==> config.mk <==
export PLATFORM = sky130hd
export DESIGN_NAME = multiphase_pwm_dte
export DESIGN_NICKNAME = d
export VERILOG_FILES = /design/src/rtl/buck_ctrl_pkg.sv /design/src/rtl/pwm_phase_fsm.sv /design/src/rtl/multiphase_pwm_dte.sv
export SDC_FILE = /design/constraint.sdc
export NUM_CORES = 1
export LEC_CHECK = 0
export CAP_MARGIN = 20
export CORE_ASPECT_RATIO = 2
export CORE_MARGIN = 2
export CORE_UTILIZATION = 35
export DETAILED_ROUTE_END_ITERATION = 8
export HOLD_SLACK_MARGIN = 0.15
export MAX_ROUTING_LAYER = met4
export PLACE_DENSITY = 0.6
export SLEW_MARGIN = 20
export SYNTH_ARGS = -nofsm -noshare
export SYNTH_HDL_FRONTEND = slang
export SYNTH_SLANG_ARGS = --single-unit
==> constraint.sdc <==
create_clock -name emu_clk -period 5.7 [get_ports emu_clk]
set_clock_uncertainty 0.1 [all_clocks]
set_input_delay 0.855 -clock emu_clk [delete_from_list [all_inputs] [get_ports emu_clk]]
set_output_delay 0.855 -clock emu_clk [all_outputs]
set_load 0.05 [all_outputs]
==> src/rtl/buck_ctrl_pkg.sv <==
// Shared types and limits for the multiphase buck gate-drive controller.
package buck_ctrl_pkg;

    typedef enum logic [2:0] {
        ST_IDLE  = 3'd0,
        ST_HS    = 3'd1,
        ST_DT_HL = 3'd2,
        ST_LS    = 3'd3,
        ST_DT_LH = 3'd4
    } phase_state_t;

    // Shortest carrier period the master counter can wrap on.
    localparam int MIN_PERIOD = 2;
    // Shortest dead time; a programmed value of 0 still yields one gap cycle.
    localparam int MIN_DT     = 1;

endpackage

==> src/rtl/pwm_phase_fsm.sv <==
// One phase of the gate driver: duty latch, hysteretic current comparator,
// dead-time counter and the hs/ls sequencing FSM.
//
//   state    | meaning
//   ---------+-----------------------------------------------------------
//   ST_IDLE  | both gates off
//   ST_HS    | high-side on
//   ST_DT_HL | gap after high-side turned off, before low-side may turn on
//   ST_LS    | low-side on (synchronous rectification)
//   ST_DT_LH | gap before high-side (or before first low-side from idle)
module pwm_phase_fsm
    import buck_ctrl_pkg::*;
#(
    parameter int CNT_W = 12,
    parameter int DT_W  = 6,
    parameter int I_W   = 16
) (
    input  logic                  i_clk,
    input  logic                  i_rst,
    input  logic                  i_en,
    input  logic [CNT_W-1:0]      i_cnt_k,
    input  logic [CNT_W-1:0]      i_duty,
    input  logic [DT_W-1:0]       i_dt,
    input  logic                  i_de_mode,
    input  logic signed [I_W-1:0] i_ind,
    input  logic signed [I_W-1:0] i_th_hi,
    input  logic signed [I_W-1:0] i_th_lo,
    output logic                  o_hs,
    output logic                  o_ls,
    output logic                  o_ls_en
);

    phase_state_t     r_state;
    phase_state_t     w_next;
    logic [CNT_W-1:0] r_duty_lat;
    logic [DT_W-1:0]  r_dt_cnt;
    logic [DT_W-1:0]  w_dt_last;
    logic             r_ls_en;
    logic             r_hs;
    logic             r_ls;
    logic             w_dem;
    logic             w_ls_ok;
    logic             w_dt_done;

    assign w_dem     = i_en & (i_cnt_k < r_duty_lat);
    assign w_ls_ok   = i_en & (~i_de_mode | r_ls_en);
    // Last dead-time count; >= lets a shortened dt end the gap right away.
    assign w_dt_last = (i_dt < DT_W'(MIN_DT)) ? DT_W'(MIN_DT - 1) : i_dt - DT_W'(MIN_DT);
    assign w_dt_done = (r_dt_cnt >= w_dt_last);

    // Duty is captured at this phase's own carrier start; comparator holds between thresholds.
    always_ff @(posedge i_clk) begin
        if (i_rst) begin
            r_duty_lat <= '0;
            r_ls_en    <= 1'b0;
        end else begin
            if (i_cnt_k == '0)
                r_duty_lat <= i_duty;
            if (i_ind > i_th_hi)
                r_ls_en <= 1'b1;
            else if (i_ind < i_th_lo)
                r_ls_en <= 1'b0;
        end
    end

    // Next-state logic: every hs/ls swap is routed through a dead-time state.
    always_comb begin
        w_next = r_state;
        case (r_state)
            ST_IDLE: begin
                if (w_dem)
                    w_next = ST_HS;
                else if (w_ls_ok)
                    w_next = ST_DT_LH;
            end
            ST_HS: begin
                if (!w_dem)
                    w_next = ST_DT_HL;
            end
            ST_DT_HL: begin
                if (w_dem)
                    w_next = ST_HS;
                else if (w_dt_done)
                    w_next = w_ls_ok ? ST_LS : ST_IDLE;
            end
            ST_LS: begin
                if (w_dem || !w_ls_ok)
                    w_next = ST_DT_LH;
            end
            ST_DT_LH: begin
                if (w_dt_done) begin
                    if (w_dem)
                        w_next = ST_HS;
                    else if (w_ls_ok)
                        w_next = ST_LS;
                    else
                        w_next = ST_IDLE;
                end
            end
            default: w_next = ST_IDLE;
        endcase
    end

    // State register, dead-time counter cleared on every state entry, registered gate decodes.
    always_ff @(posedge i_clk) begin
        if (i_rst) begin
            r_state  <= ST_IDLE;
            r_dt_cnt <= '0;
            r_hs     <= 1'b0;
            r_ls     <= 1'b0;
        end else begin
            r_state  <= w_next;
            r_dt_cnt <= (w_next != r_state) ? '0 : r_dt_cnt + DT_W'(1);
            r_hs     <= (w_next == ST_HS);
            r_ls     <= (w_next == ST_LS);
        end
    end

    assign o_hs    = r_hs;
    assign o_ls    = r_ls;
    assign o_ls_en = r_ls_en;

endmodule

==> src/rtl/multiphase_pwm_dte.sv <==
// N-phase interleaved PWM with dead time and per-phase diode emulation.
// Owns the master carrier counter, the period latch and the phase offsets.
module multiphase_pwm_dte
    import buck_ctrl_pkg::*;
#(
    parameter int N_PHASES = 2,
    parameter int CNT_W    = 12,
    parameter int DT_W     = 6,
    parameter int I_W      = 16
) (
    input  logic                    emu_clk,
    input  logic                    emu_rst,
    input  logic                    en,
    input  logic [CNT_W-1:0]        period,
    input  logic [CNT_W-1:0]        duty,
    input  logic [DT_W-1:0]         dt,
    input  logic                    de_mode,
    input  logic [N_PHASES*I_W-1:0] i_ind,
    input  logic signed [I_W-1:0]   th_hi,
    input  logic signed [I_W-1:0]   th_lo,
    output logic [N_PHASES-1:0]     hs,
    output logic [N_PHASES-1:0]     ls,
    output logic [N_PHASES-1:0]     ls_en,
    output logic                    sync
);

    localparam int LOG2N = $clog2(N_PHASES);

    logic [CNT_W-1:0] r_cnt;
    logic [CNT_W-1:0] r_per_lat;
    logic             r_sync;
    logic             w_wrap;
    logic [CNT_W-1:0] w_per_next;

    assign w_wrap     = (r_cnt == r_per_lat - CNT_W'(1));
    assign w_per_next = (period < CNT_W'(MIN_PERIOD)) ? CNT_W'(MIN_PERIOD) : period;

    // Master carrier: held at 0 while disabled; the new period takes effect only at wrap.
    always_ff @(posedge emu_clk) begin
        if (emu_rst) begin
            r_cnt     <= '0;
            r_per_lat <= CNT_W'(MIN_PERIOD);
            r_sync    <= 1'b0;
        end else if (!en) begin
            r_cnt  <= '0;
            r_sync <= 1'b0;
        end else if (w_wrap) begin
            r_cnt     <= '0;
            r_per_lat <= w_per_next;
            r_sync    <= 1'b1;
        end else begin
            r_cnt  <= r_cnt + CNT_W'(1);
            r_sync <= 1'b0;
        end
    end

    assign sync = r_sync;

    for (genvar k = 0; k < N_PHASES; k++) begin : g_phase
        logic [CNT_W+2:0] w_prod;
        logic [CNT_W-1:0] w_offset;
        logic [CNT_W:0]   w_sum;
        logic [CNT_W-1:0] w_cnt_k;

        // Offsets follow per_lat, so they change together with it at wrap.
        assign w_prod   = {3'b000, r_per_lat} * (CNT_W+3)'(k);
        assign w_offset = CNT_W'(w_prod >> LOG2N);
        // Both terms are below per_lat, so one conditional subtract is the modulo.
        assign w_sum    = {1'b0, r_cnt} + {1'b0, w_offset};
        assign w_cnt_k  = (w_sum >= {1'b0, r_per_lat}) ? CNT_W'(w_sum - {1'b0, r_per_lat})
                                                       : w_sum[CNT_W-1:0];

        pwm_phase_fsm #(
            .CNT_W (CNT_W),
            .DT_W  (DT_W),
            .I_W   (I_W)
        ) u_phase (
            .i_clk     (emu_clk),
            .i_rst     (emu_rst),
            .i_en      (en),
            .i_cnt_k   (w_cnt_k),
            .i_duty    (duty),
            .i_dt      (dt),
            .i_de_mode (de_mode),
            .i_ind     (i_ind[k*I_W +: I_W]),
            .i_th_hi   (th_hi),
            .i_th_lo   (th_lo),
            .o_hs      (hs[k]),
            .o_ls      (ls[k]),
            .o_ls_en   (ls_en[k])
        );
    end

endmodule

Yosys cells after proc, flatten, opt, wreduce, memory -nomap -nowiden
Cells that the tools add are included.
{"block": "classes", "magnitude_cmp": 12, "n_addsub": 8, "eq_ne": 15, "mux": 29, "n_reduce_logical": 15, "bitwise": 8}
{"cell": "$mux 3", "count": 16}
{"cell": "$mux 12", "count": 3}
{"cell": "$gt 16x16->1", "count": 2}
{"cell": "$lt 16x16->1", "count": 2}
{"cell": "$pmux 3 s5", "count": 2}
{"cell": "$logic_not 12->1", "count": 2}
{"cell": "$lt 12x12->1", "count": 2}
{"cell": "$sub 12x12->12", "count": 2}
{"cell": "$eq 3x2->1 const B", "count": 6}
{"cell": "$add 12x11->13", "count": 1}
{"cell": "$ge 13x12->1", "count": 1}
{"cell": "$add 12x1->12 const B", "count": 1}
{"cell": "$add 6x1->6 const B", "count": 2}
{"cell": "$eq 12x12->1", "count": 1}
{"cell": "$eq 3x1->1 const B", "count": 4}
{"cell": "$ge 12x12->1", "count": 1}
{"cell": "$ge 6x6->1", "count": 2}
{"cell": "$lt 12x2->1 const B", "count": 1}
{"cell": "$sub 12x1->12 const B", "count": 1}
{"cell": "$eq 3x3->1 const B", "count": 2}
{"cell": "$logic_not 3->1", "count": 2}
{"cell": "$lt 6x1->1 const B", "count": 1}
{"cell": "$mux 6", "count": 1}
{"cell": "$ne 3x3->1", "count": 2}
{"cell": "other kinds (12)", "count": 27}
{"block": "totals", "word_cells": 102, "inputBits": 98, "output_inout_bits": 7, "reg_bits": 73}

Logic depth before layout (Yosys ltp)
{"block": "logic_depth", "ltp_word": 10, "ltp_mapped": 25, "ltp_nobuf": 25}

By module
From an unflattened synthesis, not the netlist that was laid out.
{"block": "unflattened", "hier_cells": 1043, "area_unflattened_um2": 8513.2}
{"mod": "pwm_phase_fsm", "n_inst": 2, "area_each_um2": 2602.5, "cells_per_inst": 316}
{"mod": "multiphase_pwm_dte", "n_inst": 1, "area_each_um2": 3308.2, "cells_per_inst": 411}

Least setup slack after synthesis
Ideal clock, no wire load.
{"block": "synth_timing", "path_type": "register to register", "from": "register r_per_lat[2]", "to": "register g_phase[1].u_phase.r_dt_cnt[2]", "period_less_slack_ns": 6.294, "slack_ns": -0.594, "stages_incl_launch_ff": 25, "t_arrival_ns": 6.057, "t_required_ns": 5.463, "setup_ns": 0.137, "path_buffers": 2, "path_cell_list": "dfxtp_1 clkbuf_1 inv_1 fa_1 nand2b_1 a211o_1 a31oi_1 a31oi_1 xnor2_1 ha_1 a21o_1 o311a_1 nor4_1 clkbuf_1 a21oi_1 or2_2 ha_1 a211oi_1 o21ai_0 a2111oi_0 and4_1 mux2i_1 a32o_1 a32oi_1 nor3_1"}
{"block": "synth_between", "elab_chain_cells": 10, "elab_cells_between_ends": 16, "cone_classes": "2 x add/sub; 2 x order compare; 1 x eq/ne; 8 x mux; 1 x bitwise; 2 x reduce/logical"}
{"element": "start, declared", "line_no": "multiphase_pwm_dte.sv:30", "source": "logic [CNT_W-1:0] r_per_lat;"}
{"element": "start signal, assigned", "line_no": "multiphase_pwm_dte.sv:42", "source": "r_per_lat <= CNT_W'(MIN_PERIOD);"}
{"element": "start signal, assigned", "line_no": "multiphase_pwm_dte.sv:49", "source": "r_per_lat <= w_per_next;"}
{"element": "$add 12x11->13", "line_no": "multiphase_pwm_dte.sv:69", "source": "assign w_sum = {1'b0, r_cnt} + {1'b0, w_offset};"}
{"element": "$sub 12x12->12 or $ge 13x12->1 (tied branches)", "line_no": "multiphase_pwm_dte.sv:70", "source": "assign w_cnt_k = (w_sum >= {1'b0, r_per_lat}) ? CNT_W'(w_sum - {1'b0, r_per_lat})"}
{"element": "$mux 12 (*)", "line_no": "multiphase_pwm_dte.sv:70"}
{"element": "$lt 12x12->1 (*)", "line_no": "pwm_phase_fsm.sv:45", "source": "assign w_dem = i_en & (i_cnt_k < r_duty_lat);"}
{"element": "$and 1x1->1 (*)", "line_no": "pwm_phase_fsm.sv:45"}
{"element": "$mux 3 or $logic_or 1x1->1 (tied branches)", "line_no": "pwm_phase_fsm.sv:92, pwm_phase_fsm.sv:87"}
{"element": "$mux 3, on equally long branches", "line_no": "pwm_phase_fsm.sv:91, pwm_phase_fsm.sv:87"}
{"element": "$pmux 3 s5 (*)", "line_no": "pwm_phase_fsm.sv:69", "source": "case (r_state)"}
{"element": "$ne 3x3->1 (*)", "line_no": "pwm_phase_fsm.sv:113", "source": "r_dt_cnt <= (w_next != r_state) ? '0 : r_dt_cnt + DT_W'(1);"}
{"element": "$reduce_or 2->1 (no source line) (*)"}
{"element": "end signal, assigned", "line_no": "pwm_phase_fsm.sv:113"}
{"element": "end, declared", "line_no": "pwm_phase_fsm.sv:36", "source": "logic [DT_W-1:0] r_dt_cnt;"}
Every way passes the cells marked *; elsewhere a longest branch is shown, timed or not.
A chain may end at the register's enable or synchronous reset.

Worst setup path in the final report
{"block": "layout_timing", "from": "register r_cnt[0]", "to": "register g_phase[1].u_phase.r_dt_cnt[5]"}
{"block": "layout_between", "elab_chain_cells": 10, "elab_cells_between_ends": 16, "cone_classes": "2 x add/sub; 2 x order compare; 1 x eq/ne; 8 x mux; 1 x bitwise; 2 x reduce/logical"}
{"element": "start, declared", "line_no": "multiphase_pwm_dte.sv:29", "source": "logic [CNT_W-1:0] r_cnt;"}
{"element": "start signal, assigned", "line_no": "multiphase_pwm_dte.sv:52", "source": "r_cnt <= r_cnt + CNT_W'(1);"}
{"element": "$add 12x11->13 (*)", "line_no": "multiphase_pwm_dte.sv:69"}
{"element": "$sub 12x12->12 or $ge 13x12->1 (tied branches)", "line_no": "multiphase_pwm_dte.sv:70"}
{"element": "$mux 12 (*)", "line_no": "multiphase_pwm_dte.sv:70"}
{"element": "$lt 12x12->1 (*)", "line_no": "pwm_phase_fsm.sv:45"}
{"element": "$and 1x1->1 (*)", "line_no": "pwm_phase_fsm.sv:45"}
{"element": "$mux 3 or $logic_or 1x1->1 (tied branches)", "line_no": "pwm_phase_fsm.sv:92, pwm_phase_fsm.sv:87"}
{"element": "$mux 3, on equally long branches", "line_no": "pwm_phase_fsm.sv:91, pwm_phase_fsm.sv:87"}
{"element": "$pmux 3 s5 (*)", "line_no": "pwm_phase_fsm.sv:69"}
{"element": "$ne 3x3->1 (*)", "line_no": "pwm_phase_fsm.sv:113"}
{"element": "$reduce_or 2->1 (no source line) (*)"}
Marked as above.

==> impl_metrics.yaml <==
routing:
  wl_um: 27010
  drc: 0
  vias: 8184
  vias_per_cell: 5.463
  drt_pass1_iterations: 5
  drt-wirelength-per-cell_um: 18.03
  drt_iter0_drc: 316
  ant_nets: 0
yosys:
  ys_seq_area_frac: 0.1778
  synth_flop_cell: "dfxtp_1"
  yosysUniqueCellTypes: 70
  synth.largest_area_cell: "ha_1"
  async_reset_ff_frac: 0
  synth_top_area_frac: 0.2070
  netlist_area_sq_mm: 0.008222
  synth_cells: 1045
  ys_ff_latch: 73
  synth_enable_flop_cells: 0
  syn_nets: 1282
  synth.top_cells.by_area: "ha_1 (21%), dfxtp_1 (18%), inv_1 (4.9%), mux2i_1 (4.7%), nor2_1 (4.2%)"
  synth.avg_cell_area_sq_um: 7.868
  ys_warn_count: 0
floorplanning:
  start_util: 0.3555
  fp.dieH_um: 220.8
  row_count: 79
  core-area_sq_mm: 0.02313
  die_x_um: 112.4
  pin_count: 105
  dieArea_sq_mm: 0.02481
timing:
  drv_slew: 0
  rsz0062_at_grt: "true"
  tightest_slew_ps: 1092
  setup_slack_ps: -201.1
  fin_crit_ps: 5901
  hold_violations: 0
  finalSetupViolations: 11
  clock.fmax_mhz: 169.5
  slew_headroom: 0.2695
  period_share: 1.035
  holdWs_ps: 372.5
setup_path:
  reg2reg_depth: 23
  critPathRequiredTime_ps: 5850
  cp_slowest_cell: "or4_4"
  path_cells: "ha_4 -> inv_2 -> fa_2 -> nand2b_4 -> a211o_1 -> a31oi_2 -> a31oi_1 -> xnor2_1 -> ha_1 -> a21o_1 -> o311a_4 -> or4_4 -> buf_12 -> mux2_2 -> ha_2 -> o211ai_1 -> or3_1 -> a21oi_4 -> inv_1 -> o31ai_2 -> a32oi_2 -> buf_4 -> nor3_2"
  cp_slowest_stage_delay_ps: 560
  path_buf_inv: 4
  timing.rr.start: "r_cnt[0]"
  crit_fanout: 6
  arrival_ps: 6050
  r2r_end: "g_phase[1].u_phase.r_dt_cnt[5]"
  crit_path_end_kind: "flop"
  reg2reg_slack_ps: -200
  critPathKind: "flop to flop"
  cp-start-kind: "flop"
  cp_top_family: "compound AO/OA/AOI/OAI gates"
  path_depth: 23
clock_network:
  cts_hold_buf: 0
  cts_buffer_depth: 2
  clock-root-buffer: "clkbuf_16"
  numClockSinks: 73
  cts_tree: "built"
  cts_made_buffers: 9
  clkSlewWorstSetupHoldPaths_ps: 60
  h-tree-depth: 3
  clk_latency_ps: 330
global_routing:
  grtUsageMet2: 0.4520
  grt_max_degree: 37
  grtUsageTotal: 0.2281
  gr-total-overflow: 0
  grt_pass1_vias: 8589
  antenna_found_initial: 0
  grt_pass1_wl_um: 43370
  use_met3: 0.02328
  gr-max-usage-layer: "met2"
  grtUsageMet1: 0.2003
layout:
  multi_input_area_sq_mm: 0.006496
  finalCoreUtilization: 0.4635
  seqCellArea_sq_mm: 0.001468
  fillCellCount: 2385
  area_delta_synth_final_pct: 30.39
  nets: 1447
  diodes: 0
  drive_above_1_share: 0.1366
status:
  outcome: "finished, violations left"
  failed_checks: "setup timing"
power_and_ir_drop:
  power.density_mw_per_mm2: 433.3
  pwr-share-clk: 0.134
  p_sw_mw: 2.030
  total_power_mw: 4.646
  p_leak_nw: 4.819
  ir_worst_vdd_mv: 0.2805
  pwr-share-comb: 0.712
  seqPwrFrac: 0.154
  power_switching_share: 0.4369
  p_int_mw: 2.616
min_path:
  hold_depth: 2
  holdPathEnd: "g_phase[0].u_phase.r_duty_lat[2]"
  worstHoldPathType: "flop to flop"
  min_from: "g_phase[0].u_phase.r_duty_lat[2]"
placed_design:
  place_ws_ps: -197.2
  gp_congestion: 0.9900
  port_buffers: 104
  place_hpwl_um: 22250
job:
  maxCapViolCount: 0
==> timing repair <==
item,in CTS,in global routing
pin swaps,25,14
endpoints found under the setup margin,9,23
resized for setup,20,27
setup buffers,19,8
==> layout make-up <==
type	count	area share
clock buffers	11	0.02264
clock inverters	5	0.007353
inverters	108	0.03782
multi-input cells	831	0.6060
flip-flops and latches	73	0.1369
well taps	283	0.03303
repair buffers	187	0.1563
==> cells in the mapped netlist (10+ instances only) <==
cell type  count
o21ai_0       45
xnor2_1       27
mux2i_1       39
nand2b_1      52
inv_1        108
clkbuf_1      23
a21oi_1       55
nor2b_1       10
o211ai_1      10
nand4_1       16
a211oi_1      17
dfxtp_1       73
nor3_1        35
xor2_1        28
nand3_1       29
nand2_1       42
o21a_1        14
nor2_1        92
a21o_1        25
ha_1         136
nor4_1        14
==> layer usage <==
metal,vias to the layer above,part of all wire
li1,4090,-
met1,3783,0.34
met2,219,0.56
met3,92,0.028
met4,0,0.074
met5,-,0
==> metrics by stage <==
stage	instances	cell area (sq um)	setup TNS, ps
6_report	1498	10720	-1575
5_1_grt	1498	10720	-4190
4_1_cts	1493	10530	-530.6
3_5_place_dp	1458	9955	-1312
3_3_place_gp	1457	9951	-309.3
2_1_floorplan	1045	8289	0
==> worst max-delay path by stage <==
stage            startpoint                             end  slack [ps]
2_1_floorplan      r_cnt[0]  g_phase[1].u_phase.r_dt_cnt[2]          10
3_3_place_gp   r_per_lat[1]   g_phase[1].u_phase.r_state[2]         -70
3_5_place_dp   r_per_lat[1]  g_phase[1].u_phase.r_dt_cnt[5]        -200
4_1_cts            r_cnt[0]  g_phase[1].u_phase.r_dt_cnt[4]        -100
5_1_grt            r_cnt[0]  g_phase[1].u_phase.r_dt_cnt[4]        -440
6_report           r_cnt[0]  g_phase[1].u_phase.r_dt_cnt[5]        -200
==> power groups by stage <==
stage	clock, mW	sequential [mW]	combinational, mW
floorplan	0	0.687	1.87
global placement	0	0.717	2.62
detailed placement	0	0.718	2.65
CTS	0.632	0.712	3.00
global route	0.652	0.731	3.63
finish	0.622	0.715	3.31
==> cell usage in the layout (no fill, tap or decap), types with 28 or more instances in the layout <==
master and instances:
nand2_1 42, dfxtp_1 70, nand2b_1 51, mux2i_1 37
inv_1 107, buf_4 79, nor2_1 90, nor3_1 32
ha_1 131, o21ai_0 41, nand3_1 28, xor2_1 28
clkdlybuf4s50_1 103, a21oi_1 53
==> worst min-delay path: cells and delay by family, from the launching register on <==
family / cells / cell delay, ps
muxes: 1 / 60
and+or+nand+nor: 1 / 60
DFF: 1 / 310
==> state kept, by name, summed over array words and instances (netlist names) <==
signal and cells:
sync 1, g_phase.u_phase.r_duty_lat 24, r_per_lat 12, r_cnt 12, g_phase.u_phase.o_ls 2, g_phase.u_phase.o_ls_en 2, g_phase.u_phase.r_state 6, g_phase.u_phase.r_dt_cnt 12
g_phase.u_phase.o_hs 2
==> cells by family after synthesis <==
family                   count (synthesis)  share of synthesized area
buffers and inverters                  141                    0.06909
AND/OR/NAND/NOR                        354                     0.2271
multiplexers                            47                    0.05844
adder cells (fa/ha/maj)                139                     0.2143
XOR/XNOR                                55                    0.05859
flip-flops                              73                     0.1778
AO/OA/AOI/OAI                          236                     0.1948
(Power assumes the default switching activity.)
